### config.mk
export PLATFORM = sky130hd
export DESIGN_NAME = cdb_arbiter_flat
export DESIGN_NICKNAME = d
export VERILOG_FILES = /design/src/rtl/cdb_arbiter_pkg.sv /design/src/rtl/cdb_arbiter_if.sv /design/src/rtl/cdb_arbiter_result_fifo.sv /design/src/rtl/cdb_arbiter.sv /design/src/flat_wrapper.sv
export SDC_FILE = /design/constraint.sdc
export NUM_CORES = 1
export LEC_CHECK = 0
export ABC_AREA = 1
export BUFFER_PORTS_ARGS = -buffer_cell sky130_fd_sc_hd__buf_2
export CORE_ASPECT_RATIO = 1.1
export CORE_MARGIN = 10
export CORE_UTILIZATION = 60
export CTS_CLUSTER_DIAMETER = 40
export DETAILED_ROUTE_END_ITERATION = 8
export GPL_ROUTABILITY_DRIVEN = 1
export PLACE_DENSITY = 0.83
export SLEW_MARGIN = 20
export SYNTH_ARGS = -nofsm -noshare
export SYNTH_HDL_FRONTEND = slang
export SYNTH_SLANG_ARGS = --single-unit
### constraint.sdc
create_clock -name clk -period 7.75 [get_ports clk]
set_input_delay 1.1625 -clock clk [delete_from_list [all_inputs] [get_ports clk]]
set_output_delay 1.1625 -clock clk [all_outputs]
set_load 0.05 [all_outputs]
### src/rtl/cdb_arbiter_pkg.sv
// Shared definitions for the common-data-bus arbiter slice: tag width and
// the encoding of which producer owns a broadcast.
package cdb_arbiter_pkg;

  localparam int ROB_SIZE_WIDTH = 4;

  typedef enum logic {
    CDB_SRC_ALU = 1'b0,
    CDB_SRC_LSB = 1'b1
  } cdb_src_e;

endpackage

### src/rtl/cdb_arbiter_if.sv
// Producer inputs, backpressure and CDB broadcast bundled as one port.
// The arbiter takes the slave side; the producer/snooper environment takes master.
interface cdb_arbiter_if
  import cdb_arbiter_pkg::*;
#(
  parameter int ROB_W  = ROB_SIZE_WIDTH,
  parameter int DATA_W = 32
);

  logic              alu_valid;
  logic [ROB_W-1:0]  alu_rob_id;
  logic [DATA_W-1:0] alu_value;
  logic              alu_full;
  logic              lsb_valid;
  logic [ROB_W-1:0]  lsb_rob_id;
  logic [DATA_W-1:0] lsb_value;
  logic              lsb_full;
  logic              cdb_valid;
  logic [ROB_W-1:0]  cdb_rob_id;
  logic [DATA_W-1:0] cdb_value;
  logic              cdb_src;
  logic              overflow_err;

  modport master (
    output alu_valid, alu_rob_id, alu_value, lsb_valid, lsb_rob_id, lsb_value,
    input  alu_full, lsb_full, cdb_valid, cdb_rob_id, cdb_value, cdb_src, overflow_err
  );

  modport slave (
    input  alu_valid, alu_rob_id, alu_value, lsb_valid, lsb_rob_id, lsb_value,
    output alu_full, lsb_full, cdb_valid, cdb_rob_id, cdb_value, cdb_src, overflow_err
  );

endinterface

### src/rtl/cdb_arbiter_result_fifo.sv
// Small per-producer result queue. Head is read combinationally so the
// arbiter can pick it in the same cycle; a push while full is dropped unless a pop frees a slot.
module result_fifo #(
  parameter int DEPTH = 2,
  parameter int WIDTH = 36
) (
  input  logic                         clk,
  input  logic                         rst,
  input  logic                         flush,
  input  logic                         push,
  input  logic                         pop,
  input  logic [WIDTH-1:0]             din,
  output logic [WIDTH-1:0]             dout,
  output logic                         empty,
  output logic                         full,
  output logic [$clog2(DEPTH+1)-1:0]   count
);

  localparam int PTR_W = $clog2(DEPTH);
  localparam int CNT_W = $clog2(DEPTH + 1);

  logic [WIDTH-1:0] mem_q [DEPTH];
  logic [WIDTH-1:0] mem_d [DEPTH];
  logic [PTR_W-1:0] wr_ptr_q, wr_ptr_d;
  logic [PTR_W-1:0] rd_ptr_q, rd_ptr_d;
  logic [CNT_W-1:0] count_q, count_d;
  logic             accept;

  assign empty  = (count_q == '0);
  assign full   = (count_q == CNT_W'(DEPTH));
  assign count  = count_q;
  assign dout   = mem_q[rd_ptr_q];
  assign accept = push && (!full || pop);

  // DEPTH is a power of two, so pointer wrap is the natural overflow of PTR_W bits
  always_comb begin
    mem_d    = mem_q;
    wr_ptr_d = wr_ptr_q + PTR_W'(accept);
    rd_ptr_d = rd_ptr_q + PTR_W'(pop);
    count_d  = count_q + CNT_W'(accept) - CNT_W'(pop);
    if (accept) begin
      mem_d[wr_ptr_q] = din;
    end
  end

  always_ff @(posedge clk) begin
    if (rst || flush) begin
      wr_ptr_q <= '0;
      rd_ptr_q <= '0;
      count_q  <= '0;
    end else begin
      wr_ptr_q <= wr_ptr_d;
      rd_ptr_q <= rd_ptr_d;
      count_q  <= count_d;
    end
  end

  always_ff @(posedge clk) begin
    mem_q <= mem_d;
  end

endmodule

### src/rtl/cdb_arbiter.sv
// Round-robin scheduler of the shared CDB between the ALU and LSB result paths,
// with per-source queues, same-cycle bypass when a queue is empty, and one registered broadcast.
module cdb_arbiter
  import cdb_arbiter_pkg::*;
#(
  parameter int ROB_W  = ROB_SIZE_WIDTH,
  parameter int DATA_W = 32,
  parameter int DEPTH  = 2
) (
  input  logic         clk,
  input  logic         rst,
  input  logic         rdy,
  input  logic         rob_clear,
  cdb_arbiter_if.slave bus
);

  localparam int WIDTH = ROB_W + DATA_W;
  localparam int CNT_W = $clog2(DEPTH + 1);

  // index 0 is the ALU path, index 1 the LSB path, matching cdb_src_e
  logic [WIDTH-1:0] in_entry   [2];
  logic             in_valid   [2];
  logic [WIDTH-1:0] head       [2];
  logic [WIDTH-1:0] cand_entry [2];
  logic             empty      [2];
  logic             full       [2];
  logic [CNT_W-1:0] count      [2];
  logic             cand       [2];
  logic             grant      [2];
  logic             push       [2];
  logic             pop        [2];
  logic             ovf_hit    [2];

  logic              cdb_valid_q,  cdb_valid_d;
  logic [ROB_W-1:0]  cdb_rob_id_q, cdb_rob_id_d;
  logic [DATA_W-1:0] cdb_value_q,  cdb_value_d;
  cdb_src_e          cdb_src_q,    cdb_src_d;
  cdb_src_e          rr_last_q,    rr_last_d;
  logic              ovf_q,        ovf_d;

  assign in_valid[0] = bus.alu_valid;
  assign in_entry[0] = {bus.alu_rob_id, bus.alu_value};
  assign in_valid[1] = bus.lsb_valid;
  assign in_entry[1] = {bus.lsb_rob_id, bus.lsb_value};

  generate
    for (genvar gi = 0; gi < 2; gi++) begin : g_src
      // Bypass only from an empty queue keeps each producer's results in order
      assign cand[gi]       = !empty[gi] || in_valid[gi];
      assign cand_entry[gi] = empty[gi] ? in_entry[gi] : head[gi];
      assign pop[gi]        = rdy && grant[gi] && !empty[gi];
      assign push[gi]       = rdy && in_valid[gi] && !(grant[gi] && empty[gi]);
      assign ovf_hit[gi]    = push[gi] && !pop[gi] && (count[gi] == CNT_W'(DEPTH));

      result_fifo #(
        .DEPTH (DEPTH),
        .WIDTH (WIDTH)
      ) u_fifo (
        .clk   (clk),
        .rst   (rst),
        .flush (rob_clear),
        .push  (push[gi]),
        .pop   (pop[gi]),
        .din   (in_entry[gi]),
        .dout  (head[gi]),
        .empty (empty[gi]),
        .full  (full[gi]),
        .count (count[gi])
      );
    end
  endgenerate

  always_comb begin
    grant[0] = cand[0];
    grant[1] = cand[1];
    if (cand[0] && cand[1]) begin
      grant[0] = (rr_last_q == CDB_SRC_LSB);
      grant[1] = (rr_last_q == CDB_SRC_ALU);
    end
  end

  always_comb begin
    cdb_valid_d  = 1'b0;
    cdb_rob_id_d = cdb_rob_id_q;
    cdb_value_d  = cdb_value_q;
    cdb_src_d    = cdb_src_q;
    rr_last_d    = rr_last_q;
    ovf_d        = ovf_q || ovf_hit[0] || ovf_hit[1];
    if (grant[0] || grant[1]) begin
      cdb_valid_d                 = 1'b1;
      {cdb_rob_id_d, cdb_value_d} = grant[1] ? cand_entry[1] : cand_entry[0];
      cdb_src_d                   = grant[1] ? CDB_SRC_LSB : CDB_SRC_ALU;
      rr_last_d                   = cdb_src_d;
    end
  end

  // overflow_err is a verification aid and survives a misprediction flush
  always_ff @(posedge clk) begin
    if (rst || rob_clear) begin
      cdb_valid_q  <= 1'b0;
      cdb_rob_id_q <= '0;
      cdb_value_q  <= '0;
      cdb_src_q    <= CDB_SRC_ALU;
      rr_last_q    <= CDB_SRC_LSB;
      if (rst) begin
        ovf_q <= 1'b0;
      end
    end else if (rdy) begin
      cdb_valid_q  <= cdb_valid_d;
      cdb_rob_id_q <= cdb_rob_id_d;
      cdb_value_q  <= cdb_value_d;
      cdb_src_q    <= cdb_src_d;
      rr_last_q    <= rr_last_d;
      ovf_q        <= ovf_d;
    end
  end

  assign bus.alu_full     = full[0];
  assign bus.lsb_full     = full[1];
  assign bus.cdb_valid    = cdb_valid_q;
  assign bus.cdb_rob_id   = cdb_rob_id_q;
  assign bus.cdb_value    = cdb_value_q;
  assign bus.cdb_src      = cdb_src_q;
  assign bus.overflow_err = ovf_q;

endmodule

### src/flat_wrapper.sv
// flat-port wrapper written by rule: the top's interface ports become plain ports
module cdb_arbiter_flat import cdb_arbiter_pkg::*;
#(
  parameter int ROB_W  = ROB_SIZE_WIDTH,
  parameter int DATA_W = 32,
  parameter int DEPTH  = 2
)
  (clk, rst, rdy, rob_clear, bus_alu_valid, bus_alu_rob_id, bus_alu_value, bus_lsb_valid, bus_lsb_rob_id, bus_lsb_value, bus_alu_full, bus_lsb_full, bus_cdb_valid, bus_cdb_rob_id, bus_cdb_value, bus_cdb_src, bus_overflow_err);
  cdb_arbiter_if #(.ROB_W(ROB_W), .DATA_W(DATA_W)) bus_i ();
  input  logic clk;
  input  logic rst;
  input  logic rdy;
  input  logic rob_clear;
  input wire logic [$bits(bus_i.alu_valid)-1:0] bus_alu_valid;
  input wire logic [$bits(bus_i.alu_rob_id)-1:0] bus_alu_rob_id;
  input wire logic [$bits(bus_i.alu_value)-1:0] bus_alu_value;
  input wire logic [$bits(bus_i.lsb_valid)-1:0] bus_lsb_valid;
  input wire logic [$bits(bus_i.lsb_rob_id)-1:0] bus_lsb_rob_id;
  input wire logic [$bits(bus_i.lsb_value)-1:0] bus_lsb_value;
  output wire logic [$bits(bus_i.alu_full)-1:0] bus_alu_full;
  output wire logic [$bits(bus_i.lsb_full)-1:0] bus_lsb_full;
  output wire logic [$bits(bus_i.cdb_valid)-1:0] bus_cdb_valid;
  output wire logic [$bits(bus_i.cdb_rob_id)-1:0] bus_cdb_rob_id;
  output wire logic [$bits(bus_i.cdb_value)-1:0] bus_cdb_value;
  output wire logic [$bits(bus_i.cdb_src)-1:0] bus_cdb_src;
  output wire logic [$bits(bus_i.overflow_err)-1:0] bus_overflow_err;
  assign bus_i.alu_valid = bus_alu_valid;
  assign bus_i.alu_rob_id = bus_alu_rob_id;
  assign bus_i.alu_value = bus_alu_value;
  assign bus_i.lsb_valid = bus_lsb_valid;
  assign bus_i.lsb_rob_id = bus_lsb_rob_id;
  assign bus_i.lsb_value = bus_lsb_value;
  assign bus_alu_full = bus_i.alu_full;
  assign bus_lsb_full = bus_i.lsb_full;
  assign bus_cdb_valid = bus_i.cdb_valid;
  assign bus_cdb_rob_id = bus_i.cdb_rob_id;
  assign bus_cdb_value = bus_i.cdb_value;
  assign bus_cdb_src = bus_i.cdb_src;
  assign bus_overflow_err = bus_i.overflow_err;
  cdb_arbiter #(.ROB_W(ROB_W), .DATA_W(DATA_W), .DEPTH(DEPTH)) u_core (.clk(clk), .rst(rst), .rdy(rdy), .rob_clear(rob_clear), .bus(bus_i));
endmodule
==> flow_metrics.py, run 1 <==
metrics = {
    "floorplanning": {
        "row_count": 46,
        "start_util": 0.612,
        "die_y_um": 147,
        "core-area_sq_um": 14400,
        "fp.dieW_um": 136,
        "die_area_sq_um": 20000,
        "io_pins": 119,
    },
    "power": {
        "power_density_nw_per_um2": 225,
        "leakagePower_nw": 4.77,
        "vdd_drop_max_uv": 155,
    },
    "cells_and_area": {
        "finish.utilization": 0.701,
        "area_delta_synth_final_pct": 14.6,
        "nFillCells": 1151,
        "fin_nets": 1238,
        "diodes": 0,
        "drive_above_1_share": 0.148,
    },
    "synth": {
        "netlist_instances": 1059,
        "synth_nets": 1142,
        "async_reset_ff_frac": 0,
        "synth_ff_type": "edfxtp_1",
        "synth_area_leaders": "edfxtp_1, nand2_1, dfxtp_1, nor2_1, inv_1",
        "syn_area_per_cell_sq_um": 8.34,
        "yosys.area.top_type": "edfxtp_1",
        "synth-seq-cells": 192,
        "synth.top_cell.area_share": 0.493,
        "seq_area_frac_synth": 0.599,
        "synth.cell_area_sq_um": 8830,
        "synth-edff-count": 145,
        "ys_warn_count": 0,
        "ys_types": 23,
    },
    "worst_setup_path": {
        "reg2reg_to": "u_core.g_src[0].u_fifo.mem_q[9]$_DFFE_PP_",
        "end_kind": "register",
        "arrival_ps": 3450,
        "crit_fanout": 40,
        "cp.required_ps": 7800,
        "start_kind": "input pin",
        "r2r_cells": 7,
        "rrSetupSlack_ps": 4620,
        "critPathKind": "in -> reg",
        "timing.rr.start": "u_core.g_src[0].u_fifo.count[1]$_SDFF_PP0_",
    },
    "worst_hold_path": {
        "hold_class": "reg -> reg",
        "worstHoldStart": "u_core.bus.cdb_src$_SDFFE_PP0P_",
        "holdPathStages": 2,
        "min_delay_worst_endpoint": "u_core.bus.cdb_src$_SDFFE_PP0P_",
    },
    "clocking": {
        "cts_max_level": 4,
        "post-cts-setup-buffers": 0,
        "ctsHoldBuffers": 0,
        "post_cts_resized": 0,
        "clock-sinks": 192,
        "clockRootBuffer": "clkbuf_16",
        "cts_buffers": 17,
        "clkLatencyLatePin_ps": 430,
        "cts_buffer_depth": 2,
        "clkTransAtPathRegs_ps": 60,
        "tritoncts": "done",
    },
    "timing": {
        "worst_pin_slew_ps": 1060,
        "hold_viol_final": 0,
        "fin_worst_skew_ps": 4.43,
        "fin_tns_setup_ps": 0,
        "rsz0062_at_grt": "no",
        "slew_headroom": 0.294,
        "fin_crit_ps": 3400,
        "report.final.setup_viol": 0,
        "max_freq_ghz": 0.294,
        "finalCritPeriodShare": 0.438,
        "finalMaxSlewViolations": 0,
    },
    "detailed_routing": {
        "drt-initial-drc-count": 765,
        "wl_per_cell_um": 15.7,
        "route.detailed.drc": 0,
        "drtAntennaViolNets": 0,
        "vias": 7009,
        "viasPerCell": 5.15,
        "wl_um": 21300,
        "dr.pass1.iters": 5,
    },
    "global_route": {
        "grt_pass1_vias": 6835,
        "grt-ovfl-total": 0,
        "grt_max_degree": 45,
        "grtUsageTotal": 0.213,
        "antenna_found_initial": 0,
        "grt_pass1_wl_um": 33300,
    },
    "placement": {
        "portBuffers": 118,
        "gp_congestion": 0.814,
        "detailed_place_hpwl_um": 13700,
    },
    "flow_run": {
        "drv_cap": 0,
    },
    "run_status": {
        "outcome": "completed",
    },
}
==> critical path: stages <==
cell	delay (ps)
buf_2	110
inv_1	90
nand2_2	120
nand2_2	120
nand3_2	650
nand2_1	230
nand2_1	130
nor2_4	800
==> power breakdown <==
part	switching, W	total, W	internal (W)
logic	0.000142	0.000204	0.0000618
registers	0.00000995	0.00113	0.00112
clock network	0.000369	0.000943	0.000574
total	0.000521	0.00228	0.00176
==> kinds of logic after synthesis <==
logic type / synth area share
xor gates and xnor gates: 0.00198
adders and majority gates: 0.00708
DFF: 0.599
and+or+nand+nor: 0.327
AOI/OAI and AO/OA: 0.00751
buffers and inverters: 0.0574
==> how the worst max path moves through the flow <==
| stage | start | endpoint | depth (start not counted) |
|---|---|---|---|
| finish | bus_lsb_valid | u_core.g_src[0].u_fifo.mem_q[9]$_DFFE_PP_ | 8 |
| CTS | bus_lsb_valid | u_core.g_src[0].u_fifo.mem_q[0]$_DFFE_PP_ | 8 |
| global route | bus_lsb_valid | u_core.g_src[0].u_fifo.mem_q[9]$_DFFE_PP_ | 8 |
| global placement | bus_lsb_valid | u_core.g_src[0].u_fifo.mem_q[5]$_DFFE_PP_ | 8 |
| floorplan | bus_lsb_valid | u_core.g_src[0].u_fifo.mem_q[0]$_DFFE_PP_ | 8 |
| detailed placement | bus_lsb_valid | u_core.g_src[0].u_fifo.mem_q[5]$_DFFE_PP_ | 8 |
==> state kept, by name (all words and copies together) (netlist names), 2 cells and up <==
register	cells
u_core.bus.cdb_rob_id	4
u_core.g_src.u_fifo.wr_ptr_q	2
u_core.g_src.u_fifo.rd_ptr_q	2
u_core.g_src.u_fifo.count	4
u_core.bus.cdb_value	32
u_core.g_src.u_fifo.mem_q	144
==> per-stage QoR <==
step	hold WS [ps]	instances	worst slack, ps	instance area [sq um]	total power (W)
after floorplan	522	1059	3990	8830	0.00129
after global placement	458	1328	3970	9480	0.00135
after detailed placement	487	1328	3910	9480	0.00136
after CTS	497	1360	4360	10100	0.00228
after global routing	522	1360	4150	10100	0.00235
final	503	1360	4350	10100	0.00228
==> layer usage <==
layer  up-vias  global-route usage  routed length (um)
met5         -                   0                   0
met3        42              0.0570                1770
met4         0              0.0927                 595
met1      3203               0.251                8170
met2       274               0.355               10800
li1       3490                   -                   -
==> synth_stat cells, types with 3 or more instances <==
| cell type | instances |
|---|---|
| nor2_1 | 94 |
| buf_4 | 14 |
| clkbuf_1 | 6 |
| edfxtp_1 | 145 |
| a21oi_1 | 4 |
| inv_1 | 55 |
| dfxtp_1 | 47 |
| buf_2 | 33 |
| nand2_4 | 4 |
| nand2_1 | 594 |
| nand4_1 | 4 |
| o21ai_0 | 3 |
| ha_1 | 5 |
| nand3_1 | 40 |
==> cells in the final DEF (no fill, tap or decap), drive strengths merged <==
cell / netlist / routed
a21o: 1 / 1
clkinv: 0 / 4
ha: 5 / 5
o31ai: 1 / 1
edfxtp: 145 / 145
clkbuf: 6 / 24
nor2: 95 / 95
nand2: 600 / 600
nand4: 4 / 4
dfxtp: 47 / 47
buf: 48 / 131
inv: 56 / 57
a21oi: 5 / 5
bufinv: 0 / 3
o21ai: 3 / 3
nand3: 41 / 41
xnor2: 2 / 2
==> cell type report <==
class / instances / area, sq um / area share
sequential: 192 / 5300 / 0.523
multi-input combinational: 757 / 3050 / 0.301
timing repair buffer: 131 / 688 / 0.0680
clock buffer: 24 / 526 / 0.0519
tap: 192 / 240 / 0.0237
inverter: 56 / 210 / 0.0208
clock inverter: 8 / 120 / 0.0119
(Power assumes the default switching activity.)
==> inputs of run 2 (changes only) <==
--- a/config.mk
+++ b/config.mk
@@ -5,15 +5,15 @@
 export SDC_FILE = /design/constraint.sdc
 export NUM_CORES = 1
 export LEC_CHECK = 0
-export ABC_AREA = 1
+export ABC_AREA = 0
 export BUFFER_PORTS_ARGS = -buffer_cell sky130_fd_sc_hd__buf_2
 export CORE_ASPECT_RATIO = 1.1
 export CORE_MARGIN = 10
-export CORE_UTILIZATION = 60
+export CORE_UTILIZATION = 57
 export CTS_CLUSTER_DIAMETER = 40
 export DETAILED_ROUTE_END_ITERATION = 8
 export GPL_ROUTABILITY_DRIVEN = 1
-export PLACE_DENSITY = 0.83
+export PLACE_DENSITY = 0.79
 export SLEW_MARGIN = 20
 export SYNTH_ARGS = -nofsm -noshare
 export SYNTH_HDL_FRONTEND = slang
==> constraint.sdc (replaced) <==
create_clock -name clk -period 3.2 [get_ports clk]
set_input_delay 0.48 -clock clk [delete_from_list [all_inputs] [get_ports clk]]
set_output_delay 0.48 -clock clk [all_outputs]
set_load 0.05 [all_outputs]
==> flow_metrics.py, run 2 <==
metrics = {
    "synth": {
        "yosys.area.top_type": "edfxtp_1",
        "ys_warn_count": 0,
        "seq_area_frac_synth": 0.636,
        "syn_area_per_cell_sq_um": 13.7,
        "synth_nets": 690,
        "ys_types": 44,
        "synth.top_cell.area_share": 0.523,
        "synth_ff_type": "edfxtp_1",
        "netlist_instances": 607,
        "synth.cell_area_sq_um": 8320,
        "synth-seq-cells": 192,
        "synth_area_leaders": "edfxtp_1, dfxtp_1, o22ai_1, mux2_2, a32o_1",
        "synth-edff-count": 145,
        "ys_top_cells_by_count": "edfxtp_1, o22ai_1, dfxtp_1",
        "synth_most_common_cell": "edfxtp_1",
        "async_reset_ff_frac": 0,
    },
    "timing": {
        "slew_headroom": 0.248,
        "finalMaxSlewViolations": 0,
        "rsz0062_at_grt": "no",
        "max_freq_ghz": 0.403,
        "report.final.setup_viol": 0,
        "fin_tns_setup_ps": 0,
        "hold_viol_final": 0,
        "finalCritPeriodShare": 0.775,
        "fin_crit_ps": 2480,
        "worst_pin_slew_ps": 1120,
        "fin_worst_skew_ps": 8.54,
    },
    "floorplanning": {
        "fp.dieW_um": 135,
        "core-area_sq_um": 14400,
        "start_util": 0.579,
        "io_pins": 119,
        "row_count": 46,
        "die_area_sq_um": 19800,
        "die_y_um": 147,
    },
    "cells_and_area": {
        "fin_nets": 790,
        "final_cell_area_sq_um": 9630,
        "finish.utilization": 0.669,
        "largest_register_ffs": 144,
        "largest-register": "u_core.g_src.u_fifo.mem_q",
        "area_delta_synth_final_pct": 15.6,
        "nFillCells": 1043,
        "regArea_sq_um": 5300,
        "final_common_cell": "edfxtp_1",
        "drive_above_1_share": 0.292,
        "multi_input_area_sq_um": 2760,
        "final_cell_mix": "edfxtp_1, buf_2, o22ai_1",
    },
    "clocking": {
        "cts_buffers": 17,
        "clockRootBuffer": "clkbuf_16",
        "tritoncts": "done",
        "cts_buffer_depth": 2,
        "clkTransAtPathRegs_ps": 70,
        "clkLatencyLatePin_ps": 420,
        "ctsHoldBuffers": 0,
        "post_cts_resized": 0,
        "clock-sinks": 192,
        "post-cts-setup-buffers": 0,
        "cts_max_level": 4,
    },
    "detailed_routing": {
        "wl_um": 20800,
        "drtAntennaViolNets": 0,
        "viasPerCell": 6.49,
        "vias": 5928,
        "wl_per_cell_um": 22.8,
        "drt-initial-drc-count": 573,
        "dr.pass1.iters": 5,
        "route.detailed.drc": 0,
    },
    "worst_hold_path": {
        "hold_class": "in -> reg",
    },
    "worst_setup_path": {
        "crit_fanout": 44,
        "start_kind": "register",
        "end_kind": "register",
        "cp.required_ps": 3510,
        "critPathKind": "reg -> reg",
        "arrival_ps": 2800,
    },
    "global_route": {
        "antenna_found_initial": 1,
        "grt-ovfl-total": 0,
        "grt_pass1_wl_um": 32200,
        "grtUsageTotal": 0.205,
        "grt_max_degree": 45,
        "grt_pass1_vias": 6067,
    },
    "power": {
        "vdd_drop_max_uv": 375,
        "power_density_nw_per_um2": 551,
        "leakagePower_nw": 3.30,
    },
    "placement": {
        "portBuffers": 118,
        "detailed_place_hpwl_um": 13100,
        "gp_congestion": 0.823,
        "placed_area_sq_um": 9040,
    },
    "flow_run": {
        "drv_cap": 0,
    },
    "run_status": {
        "outcome": "completed",
    },
}
## run 2: where the power goes
group | internal (W) | switching (W)
Clock | 0.00130 | 0.000841
Sequential | 0.00272 | 0.0000192
Combinational | 0.000145 | 0.000283
## run 2: cell type report
cell class / count / share of cell area
timing repair buffer: 131 / 0.0741
tap: 192 / 0.0250
inverter: 6 / 0.00234
sequential: 192 / 0.550
antenna: 1 / 0.000260
multi-input combinational: 359 / 0.287
clock buffer: 24 / 0.0469
clock inverter: 8 / 0.0142
## run 2: metrics by stage
step | instances | total power (W) | hold slack (ps) | worst slack, ps
final | 913 | 0.00531 | 255 | 719
after global routing | 913 | 0.00546 | 238 | 588
after CTS | 912 | 0.00531 | 244 | 776
after detailed placement | 880 | 0.00321 | 449 | 743
after global placement | 880 | 0.00320 | 451 | 804
after floorplan | 607 | 0.00306 | 514 | 513
## run 2: cell families after synthesis
| kind of cell | Yosys count | share of synthesized area |
|---|---|---|
| compound gates | 196 | 0.157 |
| xor+xnor | 7 | 0.00737 |
| mux | 71 | 0.0906 |
| fa+ha+maj | 5 | 0.00752 |
| simple gates | 80 | 0.0636 |
| flops | 192 | 0.636 |
| buf+inv | 56 | 0.0379 |
## run 2: per-layer routing
metal | wire length, um | GRT usage
met5 | 0 | 0
met4 | 312 | 0.0722
met3 | 1530 | 0.0474
met2 | 10400 | 0.338
met1 | 8560 | 0.258
## run 2: worst max-delay path: stages, from the launching register on
cell,delay (ps)
dfxtp_1,670
o31a_2,240
buf_4,530
nor3_1,110
a31oi_1,180
nor2b_1,70
ha_1,200
xor2_1,150
xnor2_1,160
nor2_1,50
## run 2: path summary, 6_finish.rpt
kind,start,end,slack [ps],cells after the start
min,bus_lsb_value[0],u_core.g_src[1].u_fifo.mem_q[36]$_DFFE_PP_,260,1
min reg2reg,u_core.bus.cdb_value[18]$_SDFFE_PP0P_,u_core.bus.cdb_value[18]$_SDFFE_PP0P_,460,1
max,u_core.g_src[0].u_fifo.count[1]$_SDFF_PP0_,u_core.g_src[1].u_fifo.count[1]$_SDFF_PP0_,720,9
max reg2reg,u_core.g_src[0].u_fifo.count[1]$_SDFF_PP0_,u_core.g_src[1].u_fifo.count[1]$_SDFF_PP0_,720,9
